<file path="config.mk">
export PLATFORM = sky130hd
export DESIGN_NAME = led_effect_driver_flat
export DESIGN_NICKNAME = d
export VERILOG_FILES = /design/src/rtl/led_effect_driver_if.sv /design/src/rtl/led_effect_driver.sv /design/src/flat_wrapper.sv
export SDC_FILE = /design/constraint.sdc
export NUM_CORES = 1
export LEC_CHECK = 0
export CAP_MARGIN = 20
export CELL_PAD_IN_SITES_DETAIL_PLACEMENT = 1
export CELL_PAD_IN_SITES_GLOBAL_PLACEMENT = 1
export CORE_UTILIZATION = 45
export DETAILED_ROUTE_END_ITERATION = 12
export PLACE_DENSITY_LB_ADDON = 0.1
export SYNTH_ARGS = -nofsm -noshare
export SYNTH_HDL_FRONTEND = slang
export SYNTH_SLANG_ARGS = --single-unit
</file>
<file path="constraint.sdc">
create_clock -name clk -period 5.78 [get_ports clk]
set_input_delay 0.867 -clock clk [delete_from_list [all_inputs] [get_ports clk]]
set_output_delay 0.867 -clock clk [all_outputs]
set_load 0.05 [all_outputs]
</file>
<file path="src/rtl/led_effect_driver_if.sv">
// led_effect_driver_if: control word in, LED drive and step strobe out.
// master = register side / bench, slave = led_effect_driver.
interface led_effect_driver_if;
    logic [31:0] ctrl_word;
    logic [9:0]  leds;
    logic        step_strobe;

    modport master (output ctrl_word, input leds, input step_strobe);
    modport slave  (input ctrl_word, output leds, output step_strobe);
endinterface

</file>
<file path="src/rtl/led_effect_driver.sv">
// led_effect_driver: turns the LED control word into animated effects
// (static, blink, chase, bounce) on 10 LEDs.
// Optional macro LED_PWM_EN builds the 8-bit PWM brightness gate. Without it,
// brightness is ignored and the LEDs are driven at full on.
module led_effect_driver #(
    parameter int unsigned TICK_DIV  = 50000,
    parameter int unsigned STEP_UNIT = 16
) (
    input logic                clk,
    input logic                reset_n,
    led_effect_driver_if.slave bus
);
    localparam int unsigned PW = $clog2(TICK_DIV);
    localparam logic [PW-1:0] TICK_LAST = PW'(TICK_DIV - 1);
    localparam logic [8:0] STEP_U9 = 9'(STEP_UNIT);

    typedef enum logic [1:0] {ModeStatic, ModeBlink, ModeChase, ModeBounce} mode_e;

    logic [24:0]   ctrl_q, ctrl_prev_q;
    logic [PW-1:0] presc_q, presc_d;
    logic [8:0]    step_cnt_q, step_cnt_d, step_term;
    logic          phase_q, phase_d;
    logic [9:0]    frame_q, frame_d;
    logic [3:0]    pos_q, pos_d;
    logic          dir_up_q, dir_up_d;
    logic [9:0]    leds_q, raw;
    logic          strobe_q, step_evt, tick, restart, pat_chg, gate;

    logic [9:0] pattern;
    mode_e      mode;
    logic [3:0] speed;
    logic       en;

    assign pattern = ctrl_q[9:0];
    assign mode    = mode_e'(ctrl_q[11:10]);
    assign speed   = ctrl_q[15:12];
    assign en      = ctrl_q[24];

    logic unused_ctrl;
`ifdef LED_PWM_EN
    assign unused_ctrl = ^bus.ctrl_word[31:25];
    assign restart     = ctrl_q[24:10] != ctrl_prev_q[24:10];
`else
    // Brightness plays no part without the PWM stage, so it cannot restart timing.
    assign unused_ctrl = ^{bus.ctrl_word[31:25], ctrl_q[23:16], ctrl_prev_q[23:16]};
    assign restart     = {ctrl_q[24], ctrl_q[15:10]} != {ctrl_prev_q[24], ctrl_prev_q[15:10]};
`endif
    assign pat_chg   = ctrl_q[9:0] != ctrl_prev_q[9:0];
    assign step_term = (9'(speed) + 9'd1) * STEP_U9 - 9'd1;
    assign tick      = en && (presc_q == TICK_LAST);

    // Next-state for timing and effect state; restart > step > hold.
    always_comb begin
        presc_d    = presc_q;
        step_cnt_d = step_cnt_q;
        step_evt   = 1'b0;
        phase_d    = phase_q;
        frame_d    = frame_q;
        pos_d      = pos_q;
        dir_up_d   = dir_up_q;
        if (!en || restart) begin
            presc_d    = '0;
            step_cnt_d = '0;
        end else begin
            presc_d = tick ? '0 : presc_q + PW'(1);
            if (tick) begin
                if (step_cnt_q == step_term) begin
                    step_cnt_d = '0;
                    // Static has nothing to animate, so it never strobes.
                    step_evt   = (mode != ModeStatic);
                end else begin
                    step_cnt_d = step_cnt_q + 9'd1;
                end
            end
        end
        if (restart) begin
            phase_d  = 1'b0;
            frame_d  = pattern;
            pos_d    = '0;
            dir_up_d = 1'b1;
        end else begin
            // A reload wins over a coincident rotate: new pattern appears unrotated.
            if (pat_chg) begin
                frame_d = pattern;
            end else if (step_evt && mode == ModeChase) begin
                frame_d = {frame_q[8:0], frame_q[9]};
            end
            if (step_evt && mode == ModeBlink) begin
                phase_d = ~phase_q;
            end
            if (step_evt && mode == ModeBounce) begin
                if (dir_up_q) begin
                    if (pos_q == 4'd9) begin
                        pos_d    = 4'd8;
                        dir_up_d = 1'b0;
                    end else begin
                        pos_d = pos_q + 4'd1;
                    end
                end else begin
                    if (pos_q == 4'd0) begin
                        pos_d    = 4'd1;
                        dir_up_d = 1'b1;
                    end else begin
                        pos_d = pos_q - 4'd1;
                    end
                end
            end
        end
    end

    // Raw effect from next-state values so LED changes line up with the strobe.
    always_comb begin
        raw = '0;
        case (mode)
            ModeStatic: raw = pattern;
            ModeBlink:  raw = phase_d ? '0 : pattern;
            ModeChase:  raw = frame_d;
            ModeBounce: raw = 10'd1 << pos_d;
        endcase
        if (!en) begin
            raw = '0;
        end
    end

`ifdef LED_PWM_EN
    logic [7:0] pwm_cnt_q;
    logic [7:0] bright;
    assign bright = ctrl_q[23:16];

    // Free-running PWM counter.
    always_ff @(posedge clk or negedge reset_n) begin
        if (!reset_n) begin
            pwm_cnt_q <= '0;
        end else begin
            pwm_cnt_q <= pwm_cnt_q + 8'd1;
        end
    end

    // 0xFF must be solid on, which the plain compare alone cannot reach.
    assign gate = (bright == 8'hFF) || (pwm_cnt_q < bright);
`else
    assign gate = 1'b1;
`endif

    // State registers, input capture and registered outputs.
    always_ff @(posedge clk or negedge reset_n) begin
        if (!reset_n) begin
            ctrl_q      <= '0;
            ctrl_prev_q <= '0;
            presc_q     <= '0;
            step_cnt_q  <= '0;
            phase_q     <= 1'b0;
            frame_q     <= '0;
            pos_q       <= '0;
            dir_up_q    <= 1'b1;
            leds_q      <= '0;
            strobe_q    <= 1'b0;
        end else begin
            ctrl_q      <= bus.ctrl_word[24:0];
            ctrl_prev_q <= ctrl_q;
            presc_q     <= presc_d;
            step_cnt_q  <= step_cnt_d;
            phase_q     <= phase_d;
            frame_q     <= frame_d;
            pos_q       <= pos_d;
            dir_up_q    <= dir_up_d;
            leds_q      <= raw & {10{gate}};
            strobe_q    <= step_evt;
        end
    end

    assign bus.leds        = leds_q;
    assign bus.step_strobe = strobe_q;
endmodule
</file>
<file path="src/flat_wrapper.sv">
// flat-port wrapper written by rule: the top's interface ports become plain ports
module led_effect_driver_flat 
#(
    parameter int unsigned TICK_DIV  = 50000,
    parameter int unsigned STEP_UNIT = 16
)
  (clk, reset_n, bus_ctrl_word, bus_leds, bus_step_strobe);
  led_effect_driver_if bus_i ();
  input logic clk;
  input logic reset_n;
  input wire logic [$bits(bus_i.ctrl_word)-1:0] bus_ctrl_word;
  output wire logic [$bits(bus_i.leds)-1:0] bus_leds;
  output wire logic [$bits(bus_i.step_strobe)-1:0] bus_step_strobe;
  assign bus_i.ctrl_word = bus_ctrl_word;
  assign bus_leds = bus_i.leds;
  assign bus_step_strobe = bus_i.step_strobe;
  led_effect_driver #(.TICK_DIV(TICK_DIV), .STEP_UNIT(STEP_UNIT)) u_core (.clk(clk), .reset_n(reset_n), .bus(bus_i));
endmodule
</file>
==> flow_metrics.tcl <==
set metrics [dict create \
    ys_top_cells_by_area "dfrtp_1 (49%), xor2_1 (5.4%), mux2i_1 (5.3%), nor2_1 (3.9%), xnor2_1 (3.2%)" \
    critPathMaxFanout 18 \
    syn_area_um2 4350 \
    antenna_cells 0 \
    clk_pin_slew_ns 0.09 \
    async_flop_share_pct 100 \
    port_buffers 29 \
    synth.distinct_cells 51 \
    yosysSeqAreaShare_pct 49.5 \
    min_period_ns 3.51 \
    irDropWorstVdd_mv 0.124 \
    worstMarginPinSlew_ns 1.01 \
    p_leak_nw 2.02 \
    drc 0 \
    start_kind "register" \
    grt_start_max_net_pins 87 \
    rsz0062_at_grt "false" \
    firstDrtPassIters 4 \
    nNetsFinal 480 \
    clockBufferDepth 2 \
    syn-num-nets 453 \
    rrSetupSlack_ns 2.27 \
    grt_usage_pct 21.1 \
    maxCapViolCount 0 \
    die_h_um 100 \
    finalSetupViolations 0 \
    power_density_nw_per_um2 230 \
    die_w_um 100 \
    r2r-start "u_core.ctrl_q[14]" \
    rows 35 \
    clock_skew_ns 0.0104 \
    io-pin-count 45 \
    status "finished clean" \
    initial_core_util_pct 46.8 \
    hold_viol_final 0 \
    setup.worst_path.end_class "register" \
    crit_path_start "u_core.ctrl_q[14]" \
    fin_setup_tns_ns 0 \
    drive_gt1_share_pct 7.45 \
    slew_headroom_pct 31.8 \
    htreeDepth 3 \
    post_cts_buffers 0 \
    cts_sinks 86 \
    antenna_found_initial 0 \
    yosysWarnings 0 \
    endpoint "u_core.bus.leds[1]" \
    grt_pass1_vias 3427 \
    synthFlopType "dfrtp_1" \
    num_vias 3256 \
    avgRoutedWirePerCell_um 17.5 \
    viasPerCell 5.69 \
    hold_path.class "in2async" \
    cts_hold_buffers 0 \
    overflow 0 \
    dp_hpwl_um 7070 \
    reg2reg_to "u_core.bus.leds[1]" \
    gp_congestion 0.752 \
    cts_made_buffers 9 \
    yosysTopAreaCellShare_pct 48.9 \
    synth_edf_count 0 \
    fin_crit_sh_pct 60.8 \
    fmax_mhz 285 \
    drt_iter0_drc 85 \
    root_buffer "clkbuf_8" \
    syn2layout_area_growth_pct 13.9 \
    cts_tree "yes" \
    cts_resized 0 \
    ys_ff_latch 86 \
    reg2reg_depth 8 \
    synth_common_cells "dfrtp_1 (85), nor2_1 (45), xor2_1 (27)" \
    synth_area_leader_cell "dfrtp_1" \
    dieArea_um2 10100 \
    core_area_um2 9280 \
    syn_inst 413 \
    grt_pass1_wl_um 16900 \
    finalMaxSlewViolations 0 \
    worst_ep_required_time_ns 6.03 \
    yosysMostFrequentCell "dfrtp_1" \
    power_mw 1.14 \
    drt-total-wl_um 9990 \
    clock_latency_ns 0.34 \
    critPathKind "reg2reg" \
    postRouteAntennaNets 0 \
    arrival_ns 3.76 \
    synth_area_per_cell_um2 10.5 \
]
routing by layer:
metal	track usage [%]	routed length, µm	share of wire, %	vias up
met2	38.3	5280	53	38
met4	5.13	109	1.1	0
met5	0	0	0	-
met1	26.1	4390	44	1680
li1	-	-	-	1528
met3	3.62	209	2.1	10
power breakdown:
group / internal (mW) / switching (mW) / leakage (nW) / total [mW]
logic: 0.0395 / 0.0576 / 0.850 / 0.0971
registers: 0.621 / 0.0196 / 1.09 / 0.641
clock network: 0.195 / 0.204 / 0.0842 / 0.399
worst min path at each step:
| stage | start | to | slack (ns) | depth (start not counted) |
|---|---|---|---|---|
| after floorplan | u_core.ctrl_q[14] | u_core.ctrl_prev_q[14] | 0.35 | 0 |
| after global placement | u_core.ctrl_q[15] | u_core.ctrl_prev_q[15] | 0.43 | 0 |
| after detailed placement | u_core.ctrl_q[15] | u_core.ctrl_prev_q[15] | 0.43 | 0 |
| after CTS | u_core.ctrl_q[15] | u_core.ctrl_prev_q[15] | 0.45 | 0 |
| after global routing | reset_n | u_core.pos_q[1] | 0.45 | 1 |
| final | reset_n | u_core.pos_q[1] | 0.43 | 1 |
area by class of cell:
class | count | area, µm²
clock buffer | 10 | 128
clock inverter | 4 | 50.0
fill | 1001 | 4330
inverter | 14 | 52.6
multi-input combinational | 298 | 2080
sequential | 86 | 2150
tap | 129 | 161
timing repair buffer | 31 | 323
cells by family (layout without fill, tap and decap cells):
logic type               Yosys count  count (layout)  share of synthesized area [%]
multiplexers                      25              25                           5.90
buffers and inverters             29              59                           2.56
adder cells (fa/ha/maj)            6               6                           1.73
AND/OR/NAND/NOR                  167             167                           22.4
XOR/XNOR                          43              43                           8.66
flip-flops                        86              86                           49.5
AO/OA/AOI/OAI                     57              57                           9.24
placed cells by master (no fill, tap or decap), types with 5 or more instances in the layout:
cell	synthesis	final
dfrtp_1	85	85
nor2_1	45	45
clkdlybuf4s50_1	0	28
xor2_1	27	27
nand2_1	23	23
mux2i_1	23	23
a21oi_1	17	17
nand3_1	16	16
xnor2_1	16	16
inv_1	14	14
nand4_1	12	12
nor3_1	10	10
clkbuf_8	0	9
nor4_1	8	8
o21ai_0	8	8
and3_1	7	7
a211o_1	7	7
o221ai_1	7	7
ha_1	6	6
and2_1	5	5
nand3b_1	5	5
and3b_1	5	5
flip-flops by register name, summed over array words and instances, names as in the netlist:
| signal | cells |
|---|---|
| u_core.ctrl_prev_q | 17 |
| u_core.dir_up_q | 1 |
| u_core.presc_q | 16 |
| u_core.step_cnt_q | 9 |
| u_core.bus.leds | 10 |
| u_core.phase_q | 1 |
| u_core.frame_q | 10 |
| u_core.ctrl_q | 17 |
| u_core.bus.step_strobe | 1 |
| u_core.pos_q | 4 |
through the flow:
step	area, µm²	hold slack, ns	utilization (%)	worst slack, ns	std cells
after global placement	4740	0.430	51.1	2.42	557
after CTS	4920	0.451	53.0	2.23	571
final	4950	0.433	53.3	2.27	572
after global routing	4950	0.447	53.3	1.99	572
after floorplan	4350	0.349	-	3.13	413
after detailed placement	4740	0.431	51.1	2.26	557
critical path: stages, from the launching register on:
cell and delay (ns):
dfrtp_1 0.48, xor2_1 0.20, nor3_1 0.56, nand2_1 0.48, nor2_1 0.70, buf_4 0.34, nor2_1 0.08, o41a_1 0.45
o21ai_0 0.11
(Power assumes the default switching activity.)
